--- config.mk ---
export PLATFORM = sky130hd
export DESIGN_NAME = rx_fifo
export DESIGN_NICKNAME = d
export VERILOG_FILES = /design/src/rtl/rx_fifo.sv
export SDC_FILE = /design/constraint.sdc
export NUM_CORES = 1
export LEC_CHECK = 0
export ABC_AREA = 1
export CAP_MARGIN = 20
export CORE_ASPECT_RATIO = 2
export CORE_MARGIN = 2
export CORE_UTILIZATION = 47
export CTS_BUF_LIST = sky130_fd_sc_hd__clkbuf_4 sky130_fd_sc_hd__clkbuf_8
export DETAILED_ROUTE_END_ITERATION = 6
export HOLD_SLACK_MARGIN = 0.02
export PLACE_DENSITY = 0.69
export SYNTH_ARGS = -nofsm -noshare
export SYNTH_HDL_FRONTEND = slang
export SYNTH_SLANG_ARGS = --single-unit
--- constraint.sdc ---
create_clock -name clk -period 2.05 [get_ports clk]
set_input_delay 0.41 -clock clk [delete_from_list [all_inputs] [get_ports clk]]
set_output_delay 0.41 -clock clk [all_outputs]
set_load 0.1 [all_outputs]
--- src/rtl/rx_fifo.sv ---
// ============================================================================
// Module   : rx_fifo
// Purpose  : UART receive FIFO. Entries carry a framing-error tag, the head
//            entry is always visible on the outputs, and the block reports
//            full, empty, overrun, fill-level and idle-timeout status.
// Revision : 1.0  initial release
// ============================================================================
`default_nettype none

module rx_fifo #(
  parameter int DEPTH   = 8,
  parameter int WIDTH   = 8,
  parameter int THRESH  = 4,
  parameter int TIMEOUT = 32
) (
  input  logic                     clk,
  input  logic                     reset,
  input  logic                     en,
  input  logic                     push,
  input  logic [WIDTH-1:0]         data_in,
  input  logic                     fe_in,
  input  logic                     pop,
  input  logic                     clr_ovr,
  output logic [WIDTH-1:0]         data_out,
  output logic                     fe_out,
  output logic                     rxff,
  output logic                     rxfe,
  output logic                     ovr,
  output logic [$clog2(DEPTH):0]   count,
  output logic                     rx_int,
  output logic                     rx_tmo
);

  localparam int                C_AW   = $clog2(DEPTH);
  localparam int                C_TW   = $clog2(TIMEOUT + 1);
  localparam logic [C_AW:0]     C_FULL = (C_AW + 1)'(DEPTH);
  localparam logic [C_AW:0]     C_THR  = (C_AW + 1)'(THRESH);
  localparam logic [C_TW-1:0]   C_TMO  = C_TW'(TIMEOUT);

  logic [WIDTH:0]    r_mem [DEPTH];
  logic [C_AW-1:0]   r_wr_ptr;
  logic [C_AW-1:0]   r_rd_ptr;
  logic [C_AW:0]     r_count;
  logic              r_ovr;
  logic [C_TW-1:0]   r_idle;
  logic              r_tmo;

  logic              w_full;
  logic              w_empty;
  logic              w_pop;
  logic              w_push;
  logic              w_drop;
  logic [C_TW-1:0]   w_idle_nxt;
  logic [WIDTH:0]    w_head;

  assign w_full  = (r_count == C_FULL);
  assign w_empty = (r_count == '0);
  assign w_pop   = en & pop & ~w_empty;
  // A pop in the same cycle frees the slot, so a push into a full FIFO is still accepted.
  assign w_push  = en & push & (~w_full | w_pop);
  assign w_drop  = en & push & w_full & ~w_pop;

  always_ff @(posedge clk or negedge reset) begin
    if (!reset) begin
      for (int i = 0; i < DEPTH; i++) begin
        r_mem[i] <= '0;
      end
    end else if (w_push) begin
      r_mem[r_wr_ptr] <= {fe_in, data_in};
    end
  end

  always_ff @(posedge clk or negedge reset) begin
    if (!reset) begin
      r_wr_ptr <= '0;
      r_rd_ptr <= '0;
      r_count  <= '0;
    end else begin
      if (w_push) r_wr_ptr <= r_wr_ptr + C_AW'(1);
      if (w_pop)  r_rd_ptr <= r_rd_ptr + C_AW'(1);
      case ({w_push, w_pop})
        2'b10:   r_count <= r_count + (C_AW + 1)'(1);
        2'b01:   r_count <= r_count - (C_AW + 1)'(1);
        default: r_count <= r_count;
      endcase
    end
  end

  // Set has priority over clear when both happen on the same edge.
  always_ff @(posedge clk or negedge reset) begin
    if (!reset) begin
      r_ovr <= 1'b0;
    end else if (w_drop) begin
      r_ovr <= 1'b1;
    end else if (clr_ovr) begin
      r_ovr <= 1'b0;
    end
  end

  always_comb begin
    w_idle_nxt = r_idle;
    if (w_push || w_pop || w_empty) begin
      w_idle_nxt = '0;
    end else if (en && (r_idle != C_TMO)) begin
      w_idle_nxt = r_idle + C_TW'(1);
    end
  end

  always_ff @(posedge clk or negedge reset) begin
    if (!reset) begin
      r_idle <= '0;
      r_tmo  <= 1'b0;
    end else begin
      r_idle <= w_idle_nxt;
      r_tmo  <= (w_idle_nxt == C_TMO);
    end
  end

  assign w_head   = r_mem[r_rd_ptr];
  assign data_out = w_empty ? '0 : w_head[WIDTH-1:0];
  assign fe_out   = w_empty ? 1'b0 : w_head[WIDTH];
  assign rxff     = w_full;
  assign rxfe     = w_empty;
  assign ovr      = r_ovr;
  assign count    = r_count;
  assign rx_int   = (r_count >= C_THR);
  assign rx_tmo   = r_tmo;

endmodule

`default_nettype wire

==> run summary <==
Hold EP -> r_mem[49]
Minimum clock period -> 2.26 ns
Port Buf Inserts -> 32
Hold Path Depth -> 2
Starting Density -> 47.8%
RR Endpoint -> count[2]
Startpoint Class -> flop
Pin count of the biggest net entering global routing -> 42
Path type of the worst min-delay path -> reg -> reg
Wire length per cell -> 16.3 um
CTS tree -> done
CP arrival -> 1.85 ns
Slew Viols, Final -> 0
Path depth of the worst reg2reg path -> 11
Final setup viols -> 9
Die Area -> 10700 um2
Hold Vio Cnt, Final -> 0
Clk_lat worst skew -> 0.37 ns
Register-to-register setup slack -> 0.07 ns
Gpl congestion -> 0.872
Detail Placement HPWL -> 9270 um
First-pass GRT wire length -> 20200 um
Relative slew slack -> 63.7%
CP endpoint kind -> output pin
GRT Total Usage -> 25.6%
Sequential area share after synthesis -> 48.6%
CTS Sinks -> 90
Final wirelength -> 12800 um
Vias -> 4255
Avg Synthesized Cell Area -> 7.78 um2
Fraction of layout cells with a size suffix above 1 -> 20.9%
Root Driver -> clkbuf_8
Core Area -> 9700 um2
Pre-CTS setup slack -> -0.221 ns
Failing checks -> negative setup slack
I/O Pins -> 33
Detailed router's first-iteration violation count -> 449
Number of vias per cell -> 5.41
Reg-to-reg critical path startpoint -> count[0]
Area growth syn-to-layout -> 27.7%
Mapped Area -> 4640 um2
Max H-tree Level -> 3
Die Span X -> 74.2 um
WP data required -> 1.64 ns
Post-route antenna net violation count -> 0
Post-synth cell types -> 26
Clock Path Buffers -> 2
Vias in the first global route -> 4154
Setup Crit Path Kind -> reg -> out
Inserted Diodes -> 0
Unrepaired setup endpoints after global routing -> yes
Run status -> complete, but fails checks
Peak Freq -> 443 MHz
Count of state elements after synthesis -> 90
DR pass1 iterations -> 5
Row count -> 51
Min setup slack post-route -> -0.206 ns
Synthesized netlist cell count -> 596
Initial antenna violation count -> 0
Total of warnings raised by yosys -> 0
Most common cell after layout, fill and taps aside -> nand2_1
Fin nets -> 673
Tcrit/Tclk final -> 110%
Syn_nets -> 619
Clock skew -> 0.0104 ns
MaxCap Viol Count -> 0
TritonCTS Buffers -> 9
Die H -> 144 um
Gr ovfl total -> 0
DRC -> 0
Clock transition at path regs -> 0.09 ns
Beginning of the worst hold path -> r_mem[49]
Worst-Margin Slew -> 0.543 ns
Commonest non-fill, non-tap cells in the layout -> 188 x nand2_1, 85 x nand3_1, 84 x dfrtp_1
Critical path fanouts, max -> 9
==> critical path: stages (launching register included) <==
cell and delay (ns):
dfrtp_2 0.47, buf_4 0.17, clkbuf_16 0.16, o21ai_0 0.19
o22ai_1 0.12, nor2_2 0.15, nor2_4 0.06, buf_12 0.16
==> registers in the layout, summed over array words and instances (netlist names) <==
signal,flops
rx_tmo,1
r_rd_ptr,3
r_wr_ptr,3
r_idle,6
ovr,1
count,4
r_mem,72
==> metrics by stage <==
step	cells	instance area, um2	utilization (%)	hold WS, ns	setup TNS [ns]
floorplan	596	4830	-	0.114	-40.73
global placement	763	5540	57.1	0.385	-0.295
detailed placement	763	5540	57.1	0.390	-0.531
CTS	781	5790	59.7	0.474	-0.982
global route	787	5920	61.0	0.498	-1.93
finish	787	5920	61.0	0.472	-1.34
==> layout make-up <==
class | instances | area, um2
Tap cell | 132 | 165
Timing Repair Buffer | 75 | 866
Multi-Input combinational cell | 443 | 2290
Clock inverter | 5 | 52.6
Inverter | 31 | 128
Clock buffer | 11 | 151
Sequential cell | 90 | 2270
Fill cell | 891 | 3780
==> timing repair <==
item / 4_1_cts / 5_1_grt
endpoints found under the hold margin: 32 / 0
gates cloned: 1 / 2
endpoints found under the setup margin: 9 / 12
hold buffers: 1 / 0
pin swaps: 0 / 13
buffers inserted: 0 / 4
resized for setup: 14 / 21
==> metal layers <==
metal | track usage (%) | wire (um)
met4 | 18.0 | 764
met1 | 26.4 | 4620
met3 | 2.79 | 460
met2 | 46.3 | 6990
met5 | 0 | 0
==> cell families (layout without fill, tap and decap cells) <==
family / after synthesis / after routing / share of synthesized area [%]
AOI/OAI and AO/OA: 61 / 61 / 7.34
xor gates and xnor gates: 7 / 7 / 1.32
adders and majority gates: 8 / 8 / 2.16
buffers and inverters: 63 / 122 / 6.42
DFF: 90 / 90 / 48.6
muxes: 1 / 1 / 0.243
and+or+nand+nor: 366 / 366 / 33.9
==> worst max path at each step <==
stage / start / endpoint / slack (ns) / cells after the start
after floorplan: count[0] / count[1] / -0.85 / 9
after global placement: en / count[1] / -0.17 / 9
after detailed placement: en / count[2] / -0.22 / 11
after CTS: r_rd_ptr[0] / data_out[3] / -0.13 / 8
after global routing: r_rd_ptr[0] / data_out[2] / -0.23 / 7
final: r_rd_ptr[0] / data_out[1] / -0.21 / 7
==> Yosys cell counts <==
cell        n  share of area (%)
nand2_1   189                 15
dfrtp_1    90                 49
nand3_1    85                9.2
nor2_1     75                6.1
o21ai_0    29                3.1
inv_1      27                2.2
clkbuf_1   11               0.89
o22ai_1    10                1.3
buf_1       9               0.73
o211ai_1    9                1.5
o21ai_1     9               0.97
ha_1        8                2.2
nand2_4     8                1.9
buf_6       7                1.7
xor2_1      6                1.1
nor2_2      5               0.67
a21oi_1     4               0.43
buf_2       4               0.43
inv_2       3               0.24
nand2_2     2               0.27
buf_4       1               0.16
clkinv_1    1              0.081
mux2_2      1               0.24
nand4_1     1               0.14
nor3_4      1               0.35
xnor2_1     1               0.19
Power is left out: the tool's default activity adds up to more than one toggle a clock period on the data nets, which glitch-free logic cannot reach.
